--- config.mk ---
export PLATFORM = sky130hd
export DESIGN_NAME = peripheral_dbg_jsp_apb_mc_flat
export DESIGN_NICKNAME = d
export VERILOG_FILES = /design/src/rtl/peripheral_dbg_jsp_apb_mc_if.sv /design/src/rtl/peripheral_dbg_jsp_apb_mc.sv /design/src/flat_wrapper.sv
export SDC_FILE = /design/constraint.sdc
export NUM_CORES = 1
export LEC_CHECK = 0
export CAP_MARGIN = 40
export CORE_ASPECT_RATIO = 0.7
export CORE_MARGIN = 5
export CORE_UTILIZATION = 65
export DETAILED_ROUTE_END_ITERATION = 6
export GPL_TIMING_DRIVEN = 0
export PLACE_DENSITY = 0.92
export SETUP_SLACK_MARGIN = 0.15
export SLEW_MARGIN = 0
export SYNTH_ARGS = -nofsm -noshare
export SYNTH_HDL_FRONTEND = slang
export SYNTH_SLANG_ARGS = --single-unit
--- constraint.sdc ---
create_clock -name PCLK -period 9.25 [get_ports PCLK]
set_input_delay 1.85 -clock PCLK [delete_from_list [all_inputs] [get_ports PCLK]]
set_output_delay 1.85 -clock PCLK [all_outputs]
set_load 0.05 [all_outputs]
--- src/rtl/peripheral_dbg_jsp_apb_mc_if.sv ---
// APB register-window bus for the multi-channel JSP buffer.
// Signal names keep the original jsp_* APB naming.
interface peripheral_dbg_jsp_apb_mc_if;
    logic       jsp_PSEL;
    logic       jsp_PENABLE;
    logic       jsp_PWRITE;
    logic [2:0] jsp_PADDR;
    logic [7:0] jsp_PWDATA;
    logic [7:0] jsp_PRDATA;
    logic       jsp_PREADY;
    logic       jsp_PSLVERR;

    modport master (
        output jsp_PSEL, jsp_PENABLE, jsp_PWRITE, jsp_PADDR, jsp_PWDATA,
        input  jsp_PRDATA, jsp_PREADY, jsp_PSLVERR
    );

    modport slave (
        input  jsp_PSEL, jsp_PENABLE, jsp_PWRITE, jsp_PADDR, jsp_PWDATA,
        output jsp_PRDATA, jsp_PREADY, jsp_PSLVERR
    );
endinterface

--- src/rtl/peripheral_dbg_jsp_apb_mc.sv ---
// Multi-channel JTAG serial port buffer: per-channel RX/TX FIFOs behind an APB window.
// Optional macro PERIPHERAL_DBG_JSP_LOOPBACK_EN adds a per-channel TX->RX loopback (IER bit7).
module peripheral_dbg_jsp_apb_mc #(
    parameter int CHANNELS   = 4,
    parameter int DATA_WIDTH = 8,
    parameter int FIFO_DEPTH = 16
) (
    input  logic                           PCLK,
    input  logic                           PRESETn,
    peripheral_dbg_jsp_apb_mc_if.slave     apb,
    output logic                           int_o,
    output logic [CHANNELS-1:0]            dbg_tx_valid,
    output logic [CHANNELS*DATA_WIDTH-1:0] dbg_tx_data,
    input  logic [CHANNELS-1:0]            dbg_tx_ready,
    input  logic [CHANNELS-1:0]            dbg_rx_valid,
    input  logic [CHANNELS*DATA_WIDTH-1:0] dbg_rx_data,
    output logic [CHANNELS-1:0]            dbg_rx_ready
);
    localparam int AW = $clog2(FIFO_DEPTH);
    localparam int PW = AW + 1;
    localparam int CW = (CHANNELS > 1) ? $clog2(CHANNELS) : 1;

    typedef enum logic [2:0] {
        REG_DATA   = 3'd0,
        REG_STATUS = 3'd1,
        REG_CHSEL  = 3'd2,
        REG_IER    = 3'd3,
        REG_RXCNT  = 3'd4,
        REG_TXCNT  = 3'd5,
        REG_RSV6   = 3'd6,
        REG_RSV7   = 3'd7
    } reg_addr_t;

    reg_addr_t w_addr;
    logic      w_access, w_wr, w_rd;
    logic      w_wr_data, w_rd_data, w_wr_status, w_wr_chsel, w_wr_ier;
    logic      w_chsel_ok;
    logic [CW-1:0] r_chsel;
    logic          r_int;

    logic [CHANNELS-1:0]                 w_sel;
    logic [CHANNELS-1:0]                 w_irq;
    logic [CHANNELS-1:0]                 w_tx_full_all, w_rx_empty_all, w_txerr_all;
    logic [CHANNELS-1:0][DATA_WIDTH-1:0] w_rx_head_all;
    logic [CHANNELS-1:0][PW-1:0]         w_rx_cnt_all, w_tx_cnt_all;
    logic [CHANNELS-1:0][7:0]            w_ier_all;

    logic                  w_s_tx_full, w_s_rx_empty, w_s_txerr;
    logic [DATA_WIDTH-1:0] w_s_rx_head;
    logic [PW-1:0]         w_s_rx_cnt, w_s_tx_cnt;
    logic [7:0]            w_s_ier;

    assign w_addr      = reg_addr_t'(apb.jsp_PADDR);
    assign w_access    = apb.jsp_PSEL & apb.jsp_PENABLE;
    assign w_wr        = w_access & apb.jsp_PWRITE;
    assign w_rd        = w_access & ~apb.jsp_PWRITE;
    assign w_wr_data   = w_wr && (w_addr == REG_DATA);
    assign w_rd_data   = w_rd && (w_addr == REG_DATA);
    assign w_wr_status = w_wr && (w_addr == REG_STATUS);
    assign w_wr_chsel  = w_wr && (w_addr == REG_CHSEL);
    assign w_wr_ier    = w_wr && (w_addr == REG_IER);
    assign w_chsel_ok  = (32'(apb.jsp_PWDATA) < 32'(CHANNELS));

    always_ff @(posedge PCLK or negedge PRESETn) begin
        if (!PRESETn) begin
            r_chsel <= '0;
            r_int   <= 1'b0;
        end else begin
            if (w_wr_chsel && w_chsel_ok) r_chsel <= apb.jsp_PWDATA[CW-1:0];
            r_int <= |w_irq;
        end
    end

    assign int_o = r_int;

    for (genvar c = 0; c < CHANNELS; c++) begin : g_ch
        logic [DATA_WIDTH-1:0] r_tx_mem [FIFO_DEPTH];
        logic [DATA_WIDTH-1:0] r_rx_mem [FIFO_DEPTH];
        logic [PW-1:0]         r_tx_wr, r_tx_rd, r_rx_wr, r_rx_rd;
        logic [PW-1:0]         w_tx_cnt, w_rx_cnt;
        logic                  w_tx_full, w_tx_empty, w_rx_full, w_rx_empty;
        logic                  w_loop, w_loop_mv;
        logic                  w_tx_push, w_tx_pop, w_rx_push, w_rx_pop;
        logic [DATA_WIDTH-1:0] w_tx_head, w_rx_din;
        logic [1:0]            r_ier;
        logic                  r_txerr;

        assign w_sel[c]   = (r_chsel == CW'(c));
        assign w_tx_cnt   = r_tx_wr - r_tx_rd;
        assign w_rx_cnt   = r_rx_wr - r_rx_rd;
        assign w_tx_full  = (w_tx_cnt == PW'(FIFO_DEPTH));
        assign w_rx_full  = (w_rx_cnt == PW'(FIFO_DEPTH));
        assign w_tx_empty = (r_tx_wr == r_tx_rd);
        assign w_rx_empty = (r_rx_wr == r_rx_rd);
        assign w_tx_head  = r_tx_mem[r_tx_rd[AW-1:0]];

`ifdef PERIPHERAL_DBG_JSP_LOOPBACK_EN
        logic r_loop;
        always_ff @(posedge PCLK or negedge PRESETn) begin
            if (!PRESETn) begin
                r_ier  <= '0;
                r_loop <= 1'b0;
            end else if (w_wr_ier && w_sel[c]) begin
                r_ier  <= apb.jsp_PWDATA[1:0];
                r_loop <= apb.jsp_PWDATA[7];
            end
        end
        assign w_loop = r_loop;
`else
        always_ff @(posedge PCLK or negedge PRESETn) begin
            if (!PRESETn)                  r_ier <= '0;
            else if (w_wr_ier && w_sel[c]) r_ier <= apb.jsp_PWDATA[1:0];
        end
        assign w_loop = 1'b0;
`endif

        // Loopback owns both FIFOs of the channel, so the debug streams are masked off.
        assign w_loop_mv = w_loop & ~w_tx_empty & ~w_rx_full;
        assign w_tx_push = w_wr_data & w_sel[c] & ~w_tx_full;
        assign w_tx_pop  = (~w_loop & ~w_tx_empty & dbg_tx_ready[c]) | w_loop_mv;
        assign w_rx_push = (~w_loop & ~w_rx_full & dbg_rx_valid[c]) | w_loop_mv;
        assign w_rx_pop  = w_rd_data & w_sel[c] & ~w_rx_empty;
        assign w_rx_din  = w_loop ? w_tx_head : dbg_rx_data[c*DATA_WIDTH +: DATA_WIDTH];

        always_ff @(posedge PCLK or negedge PRESETn) begin
            if (!PRESETn) begin
                r_tx_wr <= '0;
                r_tx_rd <= '0;
                r_rx_wr <= '0;
                r_rx_rd <= '0;
                r_txerr <= 1'b0;
            end else begin
                if (w_tx_push) r_tx_wr <= r_tx_wr + 1'b1;
                if (w_tx_pop)  r_tx_rd <= r_tx_rd + 1'b1;
                if (w_rx_push) r_rx_wr <= r_rx_wr + 1'b1;
                if (w_rx_pop)  r_rx_rd <= r_rx_rd + 1'b1;
                if (w_wr_data && w_sel[c] && w_tx_full)
                    r_txerr <= 1'b1;
                else if (w_wr_status && w_sel[c] && apb.jsp_PWDATA[2])
                    r_txerr <= 1'b0;
            end
        end

        always_ff @(posedge PCLK) begin
            if (w_tx_push) r_tx_mem[r_tx_wr[AW-1:0]] <= apb.jsp_PWDATA;
            if (w_rx_push) r_rx_mem[r_rx_wr[AW-1:0]] <= w_rx_din;
        end

        assign dbg_tx_valid[c] = ~w_tx_empty & ~w_loop;
        assign dbg_rx_ready[c] = ~w_rx_full & ~w_loop;
        assign dbg_tx_data[c*DATA_WIDTH +: DATA_WIDTH] = w_tx_head;

        assign w_irq[c]          = (r_ier[0] & ~w_rx_empty) | (r_ier[1] & w_tx_empty);
        assign w_tx_full_all[c]  = w_tx_full;
        assign w_rx_empty_all[c] = w_rx_empty;
        assign w_txerr_all[c]    = r_txerr;
        assign w_rx_head_all[c]  = r_rx_mem[r_rx_rd[AW-1:0]];
        assign w_rx_cnt_all[c]   = w_rx_cnt;
        assign w_tx_cnt_all[c]   = w_tx_cnt;
        assign w_ier_all[c]      = {w_loop, 5'b0, r_ier};
    end

    always_comb begin
        w_s_tx_full  = 1'b0;
        w_s_rx_empty = 1'b0;
        w_s_txerr    = 1'b0;
        w_s_rx_head  = '0;
        w_s_rx_cnt   = '0;
        w_s_tx_cnt   = '0;
        w_s_ier      = '0;
        for (int unsigned c = 0; c < CHANNELS; c++) begin
            if (w_sel[c]) begin
                w_s_tx_full  = w_tx_full_all[c];
                w_s_rx_empty = w_rx_empty_all[c];
                w_s_txerr    = w_txerr_all[c];
                w_s_rx_head  = w_rx_head_all[c];
                w_s_rx_cnt   = w_rx_cnt_all[c];
                w_s_tx_cnt   = w_tx_cnt_all[c];
                w_s_ier      = w_ier_all[c];
            end
        end
    end

    assign apb.jsp_PREADY = 1'b1;

    always_comb begin
        apb.jsp_PRDATA  = '0;
        apb.jsp_PSLVERR = 1'b0;
        if (w_access) begin
            case (w_addr)
                REG_DATA: begin
                    if (apb.jsp_PWRITE) begin
                        apb.jsp_PSLVERR = w_s_tx_full;
                    end else begin
                        apb.jsp_PSLVERR = w_s_rx_empty;
                        apb.jsp_PRDATA  = w_s_rx_empty ? '0 : w_s_rx_head;
                    end
                end
                REG_STATUS: if (!apb.jsp_PWRITE)
                    apb.jsp_PRDATA = {5'b0, w_s_txerr, ~w_s_tx_full, ~w_s_rx_empty};
                REG_CHSEL: begin
                    if (apb.jsp_PWRITE) apb.jsp_PSLVERR = ~w_chsel_ok;
                    else                apb.jsp_PRDATA  = 8'(r_chsel);
                end
                REG_IER:   if (!apb.jsp_PWRITE) apb.jsp_PRDATA = w_s_ier;
                REG_RXCNT: if (!apb.jsp_PWRITE) apb.jsp_PRDATA = 8'(w_s_rx_cnt);
                REG_TXCNT: if (!apb.jsp_PWRITE) apb.jsp_PRDATA = 8'(PW'(FIFO_DEPTH) - w_s_tx_cnt);
                default:   apb.jsp_PSLVERR = 1'b1;
            endcase
        end
    end
endmodule

--- src/flat_wrapper.sv ---
// flat-port wrapper written by rule: the top's interface ports become plain ports
module peripheral_dbg_jsp_apb_mc_flat 
#(
    parameter int CHANNELS   = 4,
    parameter int DATA_WIDTH = 8,
    parameter int FIFO_DEPTH = 16
)
  (PCLK, PRESETn, int_o, dbg_tx_valid, dbg_tx_data, dbg_tx_ready, dbg_rx_valid, dbg_rx_data, dbg_rx_ready, apb_jsp_PSEL, apb_jsp_PENABLE, apb_jsp_PWRITE, apb_jsp_PADDR, apb_jsp_PWDATA, apb_jsp_PRDATA, apb_jsp_PREADY, apb_jsp_PSLVERR);
  peripheral_dbg_jsp_apb_mc_if apb_i ();
  input  logic PCLK;
  input  logic PRESETn;
  output logic int_o;
  output logic [CHANNELS-1:0] dbg_tx_valid;
  output logic [CHANNELS*DATA_WIDTH-1:0] dbg_tx_data;
  input  logic [CHANNELS-1:0] dbg_tx_ready;
  input  logic [CHANNELS-1:0] dbg_rx_valid;
  input  logic [CHANNELS*DATA_WIDTH-1:0] dbg_rx_data;
  output logic [CHANNELS-1:0] dbg_rx_ready;
  input wire logic [$bits(apb_i.jsp_PSEL)-1:0] apb_jsp_PSEL;
  input wire logic [$bits(apb_i.jsp_PENABLE)-1:0] apb_jsp_PENABLE;
  input wire logic [$bits(apb_i.jsp_PWRITE)-1:0] apb_jsp_PWRITE;
  input wire logic [$bits(apb_i.jsp_PADDR)-1:0] apb_jsp_PADDR;
  input wire logic [$bits(apb_i.jsp_PWDATA)-1:0] apb_jsp_PWDATA;
  output wire logic [$bits(apb_i.jsp_PRDATA)-1:0] apb_jsp_PRDATA;
  output wire logic [$bits(apb_i.jsp_PREADY)-1:0] apb_jsp_PREADY;
  output wire logic [$bits(apb_i.jsp_PSLVERR)-1:0] apb_jsp_PSLVERR;
  assign apb_i.jsp_PSEL = apb_jsp_PSEL;
  assign apb_i.jsp_PENABLE = apb_jsp_PENABLE;
  assign apb_i.jsp_PWRITE = apb_jsp_PWRITE;
  assign apb_i.jsp_PADDR = apb_jsp_PADDR;
  assign apb_i.jsp_PWDATA = apb_jsp_PWDATA;
  assign apb_jsp_PRDATA = apb_i.jsp_PRDATA;
  assign apb_jsp_PREADY = apb_i.jsp_PREADY;
  assign apb_jsp_PSLVERR = apb_i.jsp_PSLVERR;
  peripheral_dbg_jsp_apb_mc #(.CHANNELS(CHANNELS), .DATA_WIDTH(DATA_WIDTH), .FIFO_DEPTH(FIFO_DEPTH)) u_core (.PCLK(PCLK), .PRESETn(PRESETn), .apb(apb_i), .int_o(int_o), .dbg_tx_valid(dbg_tx_valid), .dbg_tx_data(dbg_tx_data), .dbg_tx_ready(dbg_tx_ready), .dbg_rx_valid(dbg_rx_valid), .dbg_rx_data(dbg_rx_data), .dbg_rx_ready(dbg_rx_ready));
endmodule
==> impl_metrics.csv, run 1 <==
group,metric,value,unit
outcome,status,"finished clean",
die,num_io_pins,107,
yosys,synth-adder-area-share,0.0233,
yosys,synthFlopType,"edfxtp_1",
grt,antenna_found_initial,10,
die,die_y,233,µm
yosys,synth_compound_area_frac,0.0199,
clock_network,numClockSinks,1119,
drt,via_per_inst,7.34,
yosys,synth_warnings,0,
setup_path,worst-path-max-fanout,10,
setup_path,cp.arrival,6200,ps
clock_network,clk_latency,690,ps
drt,drt_pass1_iterations,6,
min_path,hold_path_class,"reg -> reg",
grt,grt_pass1_wl,182000,µm
yosys,synth_mux_area_frac,0.159,
sta,grt_setup_unrepaired,"false",
sta,relSlewSlack,0.325,
drt,num_vias,26821,
setup_path,ff2ff_path_depth,11,
sta,finalCritPeriodShare,0.871,
clock_network,path_clk_slew,70,ps
cells_and_area,fin_area,0.0521,mm²
grt,grt_pass1_vias,26902,
min_path,min_path_cells,1,
clock_network,clockBufferDepth,3,
setup_path,path_class,"reg -> out",
yosys,synth_top_family_by_area,"multiplexers",
grt,grt_overflow_total,0,
power_and_ir_drop,leakage,0.0172,µW
yosys,synthXorXnorAreaFrac,0.0192,
setup_path,cp.required,7400,ps
drt,routed_wl,126000,µm
clock_network,cts_buffers,99,
yosys,synth_cells,2348,
power_and_ir_drop,powerDensity,284,mW/mm²
flow_run,drv_cap,0,
yosys,ys_seq_area_frac,0.720,
sta,clock-skew-final,27.9,ps
setup_path,endpoint_kind,"primary output",
clock_network,cts_max_level,3,
cells_and_area,nets,2752,
setup_path,rrSetupSlack,4090,ps
setup_path,worstReg2RegStart,"u_core.g_ch[3].r_tx_rd[1]",
setup_path,slowest_stage,"clkdlybuf4s50_1",
clock_network,cts_repair_resize_count,0,
sta,slew_violations,0,
power_and_ir_drop,ir_drop,0.297,mV
grt,grt_max_degree,57,
yosys,ys_ff_latch,1119,
setup_path,rr_endpoint,"u_core.g_ch[3].r_tx_mem[2][5]",
place,io_buffers,104,
clock_network,cts_setup_buffers,0,
place,place.gp.congestion,0.948,
drt,avgRoutedWirePerCell,34.5,µm
die,start_util,0.657,
yosys,synthDistinctLibCells,65,
drt,drc,0,
yosys,synth_fp_nets,2485,
place,dpl-instance-area,0.0487,mm²
cells_and_area,syn_to_final_growth,13.1,%
yosys,netlist_area,0.0460,mm²
sta,tightestPinTransition,1010,ps
clock_network,cts_tree,"yes",
cells_and_area,drive_above_1_share,0.218,
drt,ant_nets,0,
sta,setup_viol_count_final,0,
die,die-area,0.0763,mm²
die,die_w,328,µm
yosys,yosys.area_share.simple,0.0434,
sta,fin_tns_setup,0,ps
setup_path,cpMostUsedCell,"buf_2",
yosys,synth_edf_count,1024,
clock_network,cts_hold_buffers,0,
yosys,synthArstFlopShare,0.0849,
setup_path,path_cells,"buf_2, buf_2, buf_2, inv_1, ha_1, nand4_1, nor2_1, mux4_2, nor3_1, nand3_1, a221oi_1, buf_2, clkdlybuf4s50_1",
min_path,hp-start,"u_core.g_ch[1].r_tx_wr[4]",
sta,fmax,124,MHz
setup_path,critPathLaunchType,"flip-flop",
place,dp_hpwl,74900,µm
clock_network,cts_root_buffer,"clkbuf_16",
grt,gr-usage-all-layers,0.329,
setup_path,crit_path_max_incr_delay,830,ps
min_path,min_to,"u_core.g_ch[1].r_tx_wr[4]",
yosys,syn_area_per_cell,19.6,µm²
die,core_area,0.0700,mm²
drt,first_iter_violations,5053,
die,rows,81,
sta,hold_viol,0,
sta,fin_crit,8050,ps
state kept, by name, summed over array words and instances, names as in the netlist:
| register | cells |
|---|---|
| u_core.g_ch.r_rx_wr | 20 |
| u_core.g_ch.r_txerr | 4 |
| u_core.g_ch.r_tx_wr | 20 |
| u_core.g_ch.r_ier | 8 |
| u_core.g_ch.r_rx_mem | 512 |
| u_core.r_chsel | 2 |
| u_core.g_ch.r_tx_mem | 512 |
| u_core.g_ch.r_rx_rd | 20 |
| u_core.int_o | 1 |
| u_core.g_ch.r_tx_rd | 20 |
cells in the mapped netlist (4+ instances only):
cell type  instances  area (µm²)
nand2b_1          13        81.3
a311oi_2           4        60.1
fa_1               8         160
nor3b_1            6        45.0
inv_2              7        26.3
ha_1              73         913
o21ai_0           37         185
nand3_1           25         125
mux4_1             4         105
mux4_2           305        6870
buf_4             10        75.1
nor2b_1            9        56.3
buf_1             23        86.3
o22ai_1            8        50.1
nor3_1            36         180
a21oi_1           28         140
edfxtp_1        1024       30700
clkbuf_1          48         180
nand4_1           40         250
o31ai_1            7        52.6
xnor2_1           75         657
nor4_1             4        25.0
and3_1             6        37.5
mux2i_1           23         230
nor2_1            87         327
mux2_2            12         135
and2_1            47         294
nand2_1          107         402
o211ai_1           6        45.0
dfrtp_1           95        2380
o31a_1             4        35.0
inv_1             50         188
buf_2             18        90.1
a31oi_1            7        43.8
and3b_1            4        35.0
or3_1              7        43.8
or3b_2             4        35.0
a21o_1            12        90.1
xor2_1            26         228
how the worst max path moves through the flow:
stage | slack [ps] | end | from
after floorplan | 3340 | apb_jsp_PRDATA[2] | u_core.g_ch[3].r_tx_rd[1]
after global placement | 1500 | apb_jsp_PRDATA[2] | apb_jsp_PADDR[1]
after detailed placement | 1620 | apb_jsp_PRDATA[2] | apb_jsp_PADDR[1]
after CTS | 1050 | apb_jsp_PRDATA[2] | u_core.g_ch[1].r_rx_rd[1]
after global routing | 1160 | apb_jsp_PRDATA[2] | u_core.g_ch[1].r_rx_rd[1]
final | 1200 | apb_jsp_PRDATA[2] | u_core.g_ch[1].r_rx_rd[1]
logic make-up after synthesis:
group                    count (synthesis)
flip-flops                            1119
AND/OR/NAND/NOR                        403
multiplexers                           344
buffers and inverters                  161
AO/OA/AOI/OAI                          138
XOR/XNOR                               101
adder cells (fa/ha/maj)                 81
other                                    1
worst max-delay path: cells and delay by family (launching register included):
family / cells / cell delay (ps)
muxes: 1 / 580
buffers and inverters: 6 / 2410
adders and majority gates: 1 / 390
DFF: 1 / 630
AOI/OAI and AO/OA: 1 / 340
and+or+nand+nor: 4 / 1160
cell type report:
cell class / count / area, µm²
Antenna cell: 5 / 12.5
Buffer: 102 / 465
Clock buffer: 122 / 2630
Clock inverter: 60 / 573
Fill cell: 3376 / 18000
Inverter: 59 / 221
Multi-Input combinational cell: 1068 / 12200
Sequential cell: 1119 / 33100
Tap cell: 954 / 1190
Timing Repair Buffer: 166 / 1610
stage by stage:
step           power, µW  setup WS [ps]   util  instances  hold WS (ps)
5_1_grt            15200           1160  0.743       3652           504
6_report           14800           1200  0.743       3655           499
4_1_cts            14600           1050  0.741       3631           497
2_1_floorplan       8990           3340      -       2348           460
3_5_place_dp       10400           1620  0.695       3449           483
3_3_place_gp       10100           1500  0.689       3406           474
cell usage in the layout (no fill, tap or decap), types with 6 or more instances in the layout:
master and count:
buf_1 23, clkbuf_1 68, xor2_1 26, buf_12 8
buf_6 11, nand4_1 40, ha_1 73, clkinv_1 19
o22ai_1 8, and2_1 47, dfrtp_1 95, clkinv_2 20
nand3_1 25, xnor2_1 75, mux4_2 305, fa_1 8
bufinv_16 9, inv_1 50, nand2b_1 13, nor3_1 32
inv_2 7, a21o_1 12, o211ai_1 6, nor3b_1 6
o31ai_1 7, clkbuf_16 102, and3_1 6, a21oi_1 28
edfxtp_1 1024, mux2_2 12, o21ai_0 37, clkdlybuf4s50_1 95
buf_4 42, mux2i_1 23, buf_2 37, a31oi_1 7
or3_1 7, nor2_1 87, nand2_1 107, nor2b_1 9
routing by layer:
| metal | share of wire | GRT usage | wire length (µm) | vias up |
|---|---|---|---|---|
| li1 | - | - | - | 10058 |
| met1 | 0.34 | 0.459 | 43200 | 13385 |
| met2 | 0.47 | 0.514 | 59100 | 2835 |
| met3 | 0.14 | 0.0903 | 17400 | 533 |
| met4 | 0.049 | 0.122 | 6170 | 10 |
| met5 | 0.00053 | 0 | 67 | - |
power by group:
group	total [µW]	internal, µW	switching (µW)
registers	6100	5870	237
clock network	4180	2280	1900
logic	4490	1790	2700
total	14800	9940	4840
Note: power is estimated with default switching activity, not from simulation.
==> run 2, diff against run 1 <==
- CORE_MARGIN: 5 -> 3
==> run 2 against run 1 <==
Compared with the run above: the run now ends with DRC left; combinational power hardly changed; critical path depth is 1 lower; cell area hardly changed; sequential power hardly changed; via count is 0.81% higher; die area is 2.9% lower; count of clock-buffer cells in the layout is 3 higher; fmax is 3.0% lower; power is 0.79% higher; utilization is 1.1 points higher; highest routed layer unchanged.
==> impl_metrics.csv, run 2 (synthesized netlist as in run 1, its figures left out) <==
group,metric,value,unit
outcome,status,"complete, but fails checks",
outcome,violations,"DRC",
drt,drc,1,
setup_path,cpMostUsedCell,"buf_2",
die,num_io_pins,107,
clock_network,cts_max_level,3,
drt,drt_pass1_iterations,7,
cells_and_area,nets,2751,
drt,via_per_inst,7.50,
place,io_buffers,104,
clock_network,clk_latency,700,ps
grt,grt_max_degree,62,
clock_network,cts_hold_buffers,0,
drt,num_vias,27037,
power_and_ir_drop,leakage,0.0173,µW
setup_path,cp.arrival,6450,ps
die,rows,80,
place,dp.cells,3399,
setup_path,slowest_stage,"clkdlybuf4s50_1",
sta,finalCritPeriodShare,0.897,
die,core_area,0.0691,mm²
setup_path,path_cells,"buf_2, buf_2, buf_2, inv_1, ha_1, nand4_1, nor2_1, mux4_2, nor3_1, nand3_1, a221oi_1, clkdlybuf4s50_1",
sta,holdWs,504,ps
clock_network,path_clk_slew,70,ps
cells_and_area,drive_above_1_share,0.218,
drt,first_iter_violations,4652,
sta,fin_crit,8300,ps
die,start_util,0.666,
clock_network,cts_setup_buffers,0,
clock_network,numClockSinks,1119,
clock_network,cts_buffers,97,
min_path,hold_path_class,"reg -> reg",
grt,grt_overflow_total,0,
sta,grt_setup_unrepaired,"false",
drt,routed_wl,127000,µm
grt,grt_pass1_vias,26852,
setup_path,path_class,"reg -> out",
power_and_ir_drop,fin_total_pwr,14900,µW
sta,slew_violations,0,
sta,hold_viol,0,
cells_and_area,fin_cells,3605,
flow_run,drv_cap,0,
power_and_ir_drop,powerDensity,286,mW/mm²
sta,clock-skew-final,32.2,ps
setup_path,endpoint_kind,"primary output",
sta,fin_tns_setup,0,ps
sta,tightestPinTransition,1070,ps
place,dp_hpwl,77800,µm
sta,setup_viol_count_final,0,
die,die_y,229,µm
grt,gr-usage-all-layers,0.350,
setup_path,worst-path-max-fanout,10,
setup_path,cp.required,7400,ps
place,place.gp.congestion,0.940,
setup_path,crit_path_max_incr_delay,980,ps
sta,relSlewSlack,0.289,
sta,fmax,120,MHz
cells_and_area,syn_to_final_growth,13.2,%
drt,ant_nets,0,
grt,antenna_found_initial,7,
clock_network,clockBufferDepth,3,
drt,avgRoutedWirePerCell,35.2,µm
setup_path,critPathLaunchType,"flip-flop",
power_and_ir_drop,ir_drop,0.275,mV
clock_network,cts_tree,"yes",
grt,grt_pass1_wl,186000,µm
clock_network,cts_repair_resize_count,0,
cells_and_area,final_cell_mix,"1,024 x edfxtp_1, 305 x mux4_2, 107 x nand2_1",
clock_network,cts_root_buffer,"clkbuf_16",
die,die_w,324,µm
die,die-area,0.0741,mm²
cells_and_area,mostFrequentLayoutCell,"edfxtp_1",
## run 2: cell count changes in the layout (fill, tap and decap cells not counted), moves of 3 or more
cell        before  now
clkbuf_16      102   98
clkbuf_8         0    9
bufinv_16        9   13
nor3_2           4    0
clkinv_2        20   17
nor3_1          32   36
clkinvlp_4       5    2
## run 2: final timing paths
check / endpoint / cells past startpoint / slack (ps) / from
min in group asynchronous: u_core.g_ch[0].r_tx_wr[2] / 1 / 1120 / PRESETn
min reg2reg: u_core.g_ch[1].r_rx_wr[4] / 1 / 500 / u_core.g_ch[1].r_rx_wr[4]
max: apb_jsp_PRDATA[2] / 12 / 950 / u_core.g_ch[1].r_rx_rd[1]
max in group asynchronous: u_core.g_ch[2].r_rx_wr[1] / 2 / 7400 / PRESETn
min: u_core.g_ch[1].r_rx_wr[4] / 1 / 500 / u_core.g_ch[1].r_rx_wr[4]
max reg2reg: u_core.g_ch[3].r_tx_mem[0][3] / 11 / 4130 / u_core.g_ch[3].r_tx_rd[1]
## run 2: stage by stage
stage | setup slack [ps] | utilization | cell area (µm²)
after floorplan | 3340 | - | 46000
after global placement | 1440 | 0.698 | 48200
after detailed placement | 1640 | 0.704 | 48600
after CTS | 1310 | 0.752 | 51900
after global routing | 985 | 0.754 | 52100
final | 949 | 0.754 | 52100
## run 2: layout make-up
type                            instances  area [µm²]
Sequential cell                      1119       33100
Fill cell                            3297       17000
Multi-Input combinational cell       1068       12200
Clock buffer                          125        2640
Timing Repair Buffer                  167        1620
Tap cell                              902        1130
Clock inverter                         56         662
Buffer                                102         465
Inverter                               59         221
Antenna cell                            7        17.5
## run 2: routing by layer
| metal | vias to the layer above | wire length, µm | global-route usage |
|---|---|---|---|
| met1 | 13535 | 42300 | 0.485 |
| met5 | - | 45 | 0 |
| met2 | 2878 | 59300 | 0.537 |
| met3 | 578 | 18700 | 0.111 |
| met4 | 6 | 6500 | 0.123 |
| li1 | 10040 | - | - |
## run 2: power breakdown
group | switching [µW] | total, µW | internal, µW
Combinational | 2690 | 4480 | 1790
Sequential | 236 | 6100 | 5870
Clock | 1910 | 4300 | 2400
Total | 4840 | 14900 | 10100
## run 2: critical path, delay by kind of cell (launching register included)
family / cells / cell delay [ps]
adders and majority gates: 1 / 380
DFF: 1 / 600
buffers and inverters: 5 / 2270
AOI/OAI and AO/OA: 1 / 940
and+or+nand+nor: 4 / 1010
muxes: 1 / 550
